===== src/rtl/ifetch_seq.sv =====
// Byte-serial instruction fetch: assembles four big-endian bytes into a word,
// holds it until a valid/ready handshake, and supports redirects and address faults.
module ifetch_seq #(
  parameter logic [31:0] RESET_PC  = 32'h0000_0000,
  parameter int          MEM_BYTES = 4096
) (
  input  logic        clk,
  input  logic        rst,
  output logic [31:0] mem_addr,
  output logic        mem_rd,
  input  logic [7:0]  mem_data,
  output logic [31:0] instr,
  output logic [31:0] instr_pc,
  output logic        instr_valid,
  input  logic        instr_ready,
  input  logic        redirect,
  input  logic [31:0] redirect_pc,
  output logic        fault,
  output logic [1:0]  dbg_state
);

  // Handshake: a word transfers on any rising edge where instr_valid and
  // instr_ready are both high; instr/instr_pc are stable while valid waits.
  localparam logic [1:0]  S_FETCH   = 2'd0;
  localparam logic [1:0]  S_HOLD    = 2'd1;
  localparam logic [1:0]  S_FAULT   = 2'd2;
  localparam logic [31:0] ADDR_MASK = 32'(MEM_BYTES - 1);
  localparam logic [31:0] MEM_LIMIT = 32'(MEM_BYTES);

  logic [1:0]  r_state;
  logic [31:0] r_pc;
  logic [1:0]  r_cnt;
  logic [31:0] r_shift;
  logic [31:0] r_instr;
  logic [31:0] r_instr_pc;
  logic        r_instr_valid;

  logic        w_redir_ok;
  logic        w_handshake;
  logic [31:0] w_byte_addr;
  logic [31:0] w_word;

  assign w_redir_ok  = (redirect_pc[1:0] == 2'b00) && (redirect_pc < MEM_LIMIT);
  assign w_handshake = (r_state == S_HOLD) && r_instr_valid && instr_ready;
  assign w_byte_addr = r_pc + {30'd0, r_cnt};
  // The last byte arrives combinationally, so the full word is the shift
  // register's upper three bytes plus the current memory byte.
  assign w_word      = {r_shift[31:8], mem_data};

  always_ff @(posedge clk) begin
    if (rst) begin
      r_state       <= S_FETCH;
      r_pc          <= RESET_PC;
      r_cnt         <= 2'd0;
      r_shift       <= 32'd0;
      r_instr       <= 32'd0;
      r_instr_pc    <= RESET_PC;
      r_instr_valid <= 1'b0;
    end else if (redirect) begin
      r_state       <= w_redir_ok ? S_FETCH : S_FAULT;
      r_pc          <= redirect_pc;
      r_cnt         <= 2'd0;
      r_shift       <= 32'd0;
      r_instr_valid <= 1'b0;
    end else begin
      case (r_state)
        S_FETCH: begin
          case (r_cnt)
            2'd0:    r_shift[31:24] <= mem_data;
            2'd1:    r_shift[23:16] <= mem_data;
            2'd2:    r_shift[15:8]  <= mem_data;
            default: r_shift[7:0]   <= mem_data;
          endcase
          r_cnt <= r_cnt + 2'd1;
          if (r_cnt == 2'd3) begin
            r_state       <= S_HOLD;
            r_instr       <= w_word;
            r_instr_pc    <= r_pc;
            r_instr_valid <= 1'b1;
          end
        end
        S_HOLD: begin
          if (w_handshake) begin
            r_state       <= S_FETCH;
            r_pc          <= (r_pc + 32'd4) & ADDR_MASK;
            r_cnt         <= 2'd0;
            r_instr_valid <= 1'b0;
          end
        end
        S_FAULT: begin
          r_cnt <= 2'd0;
        end
        default: begin
          r_state <= S_FETCH;
        end
      endcase
    end
  end

  assign mem_rd      = (r_state == S_FETCH) && !rst;
  assign mem_addr    = (r_state == S_FETCH) ? w_byte_addr : r_pc;
  assign instr       = r_instr;
  assign instr_pc    = r_instr_pc;
  assign instr_valid = r_instr_valid;
  assign fault       = (r_state == S_FAULT);
  assign dbg_state   = r_state;

endmodule


===== config.mk =====
export PLATFORM = sky130hd
export DESIGN_NAME = ifetch_seq
export DESIGN_NICKNAME = d
export VERILOG_FILES = /design/src/rtl/ifetch_seq.sv
export SDC_FILE = /design/constraint.sdc
export NUM_CORES = 1
export LEC_CHECK = 0
export ABC_AREA = 1
export BUFFER_PORTS_ARGS = -buffer_cell sky130_fd_sc_hd__buf_2
export CORE_UTILIZATION = 41
export CTS_CLUSTER_DIAMETER = 150
export DETAILED_ROUTE_END_ITERATION = 10
export REMOVE_ABC_BUFFERS = 1
export SETUP_SLACK_MARGIN = 0.5
export SYNTH_ARGS = -nofsm -noshare
export SYNTH_HDL_FRONTEND = slang
export SYNTH_SLANG_ARGS = --single-unit

===== constraint.sdc =====
create_clock -name clk -period 2.94 [get_ports clk]
set_input_delay 0.147 -clock clk [delete_from_list [all_inputs] [get_ports clk]]
set_output_delay 0.147 -clock clk [all_outputs]
set_load 0.02 [all_outputs]

* Word-level counts from Yosys, hierarchy flattened *
Index checks and enable logic that the tools add are counted.
W data, S select, Z words.

storage, ports and cells
  flip-flop bits (word level) = 125

operators by class
  multiplexer cells = 13
  reduce and logical (&&, ||, !) cells = 21
  add/sub/neg operators = 3
  eq/ne operators = 10
  $lt $le $gt $ge = 1
  bitwise gates (word level) = 1

operators with widths
  cell                     number
  $mux W32                 4
  $add A32 B2 Y32          1
  $lt A32 B13 Y1 const B   1
  $add A12 B3 Y12 const B  1
  $pmux W2 S3              2
  $reduce_and A2 Y1        5
  $reduce_and A3 Y1        3
  $mux W2                  4
  $eq A2 B2 Y1 const B     3
  $logic_not A2 Y1         3
  $ne A2 B2 Y1 const B     3
  $ne A3 B3 Y1 const B     2
  $reduce_bool A2 Y1       3
  $eq A2 B1 Y1 const B     2
  $logic_and A1 B1 Y1      4
  $reduce_bool A3 Y1       1
  $add A2 B1 Y2 const B    1
  $mux W1                  2
  $pmux W1 S2              1
  $reduce_or A2 Y1         1
  $logic_not A1 Y1         1
  $not A1 Y1               1

* Longest topological paths before layout *
  depth after elaboration = 6
  depth in mapped cells = 13
  depth with buffers taken out = 13

* Worst setup path after synthesis *
OpenSTA, ideal clock, no wires.

  path kind = register to output
  from = reg r_cnt[0]
  to = out mem_addr[18]
  stages on the path, launching flop included = 10
  buffers on the path = 0
  setup slack = 0.863 ns
  data arrival time = 1.930 ns
  cells stage by stage = dfxtp_1 -> ha_1 -> inv_1 -> fa_1 -> inv_1 -> nand2_4 -> nor2_4 -> nand3_2 -> nor2_4 -> xor2_1

between the ends
  cells in the longest elaborated chain, start to end = 2

ends and longest elaborated chain
  element                 RTL line  source
  start, declared         32        logic [1:0] r_cnt;
  start signal, assigned  74        r_cnt <= r_cnt + 2'd1;
  $add A32 B2 Y32         45        assign w_byte_addr = r_pc + {30'd0, r_cnt};
  $mux W32                101       assign mem_addr = (r_state == S_FETCH) ? w_byte_addr : r_pc;
  end, declared           9         output logic [31:0] mem_addr,

Every way passes these cells.

* Worst setup path in the final report *
  from = reg r_pc[0]
  to = out mem_addr[24]

between the ends
  cells in the longest elaborated chain, start to end = 2

ends and longest elaborated chain
  element                 RTL line  source
  start, declared         31        logic [31:0] r_pc;
  start signal, assigned  61        r_pc <= redirect_pc;
  start signal, assigned  85        r_pc <= (r_pc + 32'd4) & ADDR_MASK;
  $add A32 B2 Y32         45
  $mux W32                101

Every way passes these cells.

==> flow_results.org <==
** Status
- The flow ran to the end, and the final reports show no timing, DRC or antenna violations.

** Route
- In the routed layout, each cell is associated on average with a via count of 4.93.
- Wire length per cell :: 14.6 microns
- The detailed router placed 5827 vias in this run.
- DRC viols :: 0
- Post-detailed-route count of antenna-violating nets :: 0
- Before antenna repair, the detailed router went through 5 iterations.
- DRC violation total after the first TritonRoute iteration :: 290
- Total wire length :: 17300 microns

** Clock tree
- Clock buffer count from CTS :: 17
- Root Driver :: sky130_fd_sc_hd__clkbuf_16
- The clock net in this run drives a total of 125 sinks.
- After clock tree synthesis, the clock-pin slew on the worst setup and hold paths is 0.06 ns.
- Clock H-tree levels :: 4
- Skew-Pair Late Insertion Delay :: 0.42 ns
- TritonCTS clock tree :: built
- The longest clock path from root to sink contains 2 buffers.

** Cells and area
- Leading cell type in the layout, fill and taps excluded :: sky130_fd_sc_hd__nand2_1
- For this run, the share of the core covered by cells in the final layout is 55.2%.
- Register area :: 2510 sq um
- Fillcell total :: 1404
- Proportion of layout cells with a drive suffix above 1 :: 23.5%
- From synthesis to final layout, the design area changed by 31.9%.
- For this run, the post-layout net count is 1047.
- The repair_antennas step left the layout with diodes totalling 0.
- Once layout is complete, the cells apart from fillers number 1182.
- Footprint of the multi-input gates :: 2970 sq um
- Most frequent cells in the layout :: sky130_fd_sc_hd__nand2_1, sky130_fd_sc_hd__buf_2, sky130_fd_sc_hd__dfxtp_1, sky130_fd_sc_hd__a21oi_1, sky130_fd_sc_hd__nor2_1

** Worst setup path
- By startpoint and endpoint, the worst setup path is classified as register to output port.
- Startpoint of the most critical register-to-register path :: dbg_state[1]
- Endpoint of the most critical register-to-register path :: r_pc[16]
- In this run the worst path has a maximum fanout of 4.
- By instance count, the cell type seen most on the critical path is sky130_fd_sc_hd__nand2_4.
- STA classifies the critical path endpoint as an output port.
- The signal on the critical path passes through ha_4, inv_2, fa_2, inv_2, nand2_4, nor2_4, nand2_4, nor2_4, nand2_4, o21bai_1, nand2_1, inv_1, buf_6.
- At the worst endpoint, the arrival time is 2.32 ns.
- The slowest stage of the critical path is the sky130_fd_sc_hd__dfxtp_4 cell.
- Launching element of the worst setup path :: r_pc[0]
- The worst register-to-register path has a depth of 7.
- In this run the register-to-register setup slack is 0.86 ns.
- CP Launch Type :: register
- For this run, the slowest stage of the critical path takes 0.36 ns.
- At the worst endpoint, the required time is 2.79 ns.

** Pwr
- Maximum resistive drop on vdd :: 382 uV
- Dividing total power by cell area gives a power density of 578 nW/um^2.
- Static power due to leakage :: 0.00332 uW

** Synth
- For this run, the leading register cell type out of synthesis is sky130_fd_sc_hd__dfxtp_1.
- Mapped Avg Cell Area :: 7.02 sq um
- Yosys mapped a number of flops with a built-in enable equal to 0.
- Yosys Warn Count :: 0
- After synthesis, flip-flops and latches occupy 43.3% of the total area.
- Number of flip-flops and latches in the synthesized netlist :: 125
- The mapped netlist covers 5780 sq um.
- The netlist uses 32 different library cells.
- Async set-or-reset flop fraction in the synthesized netlist :: 0%
- The cell count after synthesis came out at 824.

** Die
- Initial core utilization :: 41.8%
- Die Footprint :: 14600 sq um
- Chip Height :: 121 microns
- The initialized floorplan defines 43 standard-cell rows.
- After floorplanning, the core was sized to cover 13800 sq um.
- Num ports :: 145
- Horiz. Die Dim :: 121 microns

** STA
- Between clock sinks in the finished design, the worst skew comes to 0.00920 ns.
- Setup violations remaining at the end of the flow were counted as 0.
- Based on the critical path, the design can be clocked at up to 406 MHz.
- Transition time of the tightest slew-check pin :: 0.855 ns
- The count of endpoints failing hold in the final timing report was 0.
- Count of final max-slew check failures :: 0
- The worst pin sits at a relative slew slack of 42.9%.
- In the final timing run, aggregate negative setup slack is 0 ns.
- Setup repair after global routing could not meet its margin everywhere.
- The clock period could shrink to 2.46 ns.
- Of the available clock period, the critical path in the final layout requires 83.8%.

** GRT
- Initial antenna violation count :: 0
- The number of global-route vias before repair was 5338.
- Entering global routing, the biggest net connects 64 pins.
- Global routing used 24.5% of the available tracks across all layers.
- Grt total ovfl :: 0
- Global-route wire length before repair :: 27400 microns

** Hold path
- Counting instances, the worst hold path has a depth of 3.
- The path with the worst hold slack has its endpoint at r_pc[16].
- The min-delay analysis places its worst path in the category input port to register.
- In this run the most critical hold path is launched from redirect_pc[16].

** Place
- Final RePlAce weighted congestion :: 0.890
- Including well taps, the total number of placed cells is 1123.
- Number of port buffers :: 144
- Post-detail-place hpwl :: 11900 microns

** Flow run
- Count of max-cap constraint violations :: 0
==> through the flow <==
step | cell area, sq um | setup WS, ns | total power, uW | hold slack [ns]
CTS | 7530 | 0.501 | 4430 | 0.00154
finish | 7630 | 0.477 | 4410 | 0.00464
global placement | 6620 | 0.749 | 2140 | 0.420
detailed placement | 6620 | 0.661 | 2140 | 0.418
floorplan | 5630 | 0.459 | 1980 | 0.216
global route | 7630 | 0.395 | 4560 | 0.00823
==> worst max-delay path by stage <==
stage,to,slack [ns],cells past startpoint
final,mem_addr[24],0.48,13
after detailed placement,mem_addr[20],0.66,13
after global routing,mem_addr[24],0.39,13
after global placement,mem_addr[24],0.75,14
after CTS,mem_addr[24],0.50,14
after floorplan,dbg_state[0],0.46,6
==> synth_stat cells, types with 2 or more instances <==
cell type | instances | area share, %
sky130_fd_sc_hd__nand3b_1 | 3 | 0.39
sky130_fd_sc_hd__dfxtp_1 | 125 | 43
sky130_fd_sc_hd__inv_2 | 6 | 0.39
sky130_fd_sc_hd__nor2_4 | 6 | 1.2
sky130_fd_sc_hd__buf_2 | 8 | 0.69
sky130_fd_sc_hd__nand4_1 | 7 | 0.76
sky130_fd_sc_hd__ha_1 | 11 | 2.4
sky130_fd_sc_hd__a21oi_1 | 100 | 8.7
sky130_fd_sc_hd__nand2_2 | 3 | 0.32
sky130_fd_sc_hd__buf_6 | 2 | 0.39
sky130_fd_sc_hd__a211oi_1 | 3 | 0.39
sky130_fd_sc_hd__xnor2_1 | 4 | 0.61
sky130_fd_sc_hd__clkbuf_1 | 19 | 1.2
sky130_fd_sc_hd__nand3_1 | 23 | 2.0
sky130_fd_sc_hd__nor2_2 | 3 | 0.32
sky130_fd_sc_hd__a31oi_1 | 4 | 0.43
sky130_fd_sc_hd__buf_4 | 3 | 0.39
sky130_fd_sc_hd__inv_1 | 51 | 3.3
sky130_fd_sc_hd__xor2_1 | 16 | 2.4
sky130_fd_sc_hd__nand3_2 | 3 | 0.52
sky130_fd_sc_hd__a22oi_1 | 2 | 0.26
sky130_fd_sc_hd__nand2_1 | 255 | 17
sky130_fd_sc_hd__nand2_4 | 3 | 0.58
sky130_fd_sc_hd__o21ai_0 | 56 | 4.8
sky130_fd_sc_hd__nor2_1 | 101 | 6.6
==> repair_timing <==
item / in CTS / in global routing
hold buffers: 19 / 0
endpoints found under the hold margin: 19 / 0
gates resized for setup: 14 / 23
buffers inserted: 6 / 4
pin swaps: 2 / 4
setup endpoints to repair: 14 / 18
==> power breakdown <==
group          leakage [uW]  internal (uW)  switching (uW)
combinational       0.00200            130             228
sequential          0.00102           1730            48.1
clock              0.000301           1510             757
total               0.00332           3380            1030
==> worst max-delay path: cells and delay by family (launching register included) <==
family,cells,cell delay (ns)
AO/OA/AOI/OAI,1,0.15
buffers and inverters,4,0.29
AND/OR/NAND/NOR,6,0.61
flip-flops,1,0.36
adder cells (fa/ha/maj),2,0.47
==> per-layer routing <==
metal	up-vias	share of wire (%)	track usage [%]
met1	2666	48	32.6
li1	2994	-	-
met3	14	5.4	5.99
met2	153	45	38.9
met4	0	1.1	7.41
met5	-	0	0
==> area by class of cell <==
| type | count | share of cell area (%) |
|---|---|---|
| clock inverters | 11 | 2.51 |
| inverters | 58 | 2.85 |
| repair buffers | 180 | 14.0 |
| well taps | 180 | 2.95 |
| clock buffers | 19 | 5.81 |
| flip-flops and latches | 125 | 33.0 |
| multi-input cells | 609 | 38.9 |
==> state kept, by name (all words and copies together) (netlist names) <==
signal       flops
dbg_state        2
instr_valid      1
r_shift         24
instr_pc        32
instr           32
r_pc            32
r_cnt            2
==> kinds of logic after synthesis <==
| family | Yosys count | synth area share, % |
|---|---|---|
| xor gates and xnor gates | 20 | 3.03 |
| DFF | 125 | 43.3 |
| adders and majority gates | 12 | 2.73 |
| and+or+nand+nor | 410 | 29.7 |
| AOI/OAI and AO/OA | 167 | 14.8 |
| buffers and inverters | 90 | 6.47 |
(Power assumes the default switching activity.)
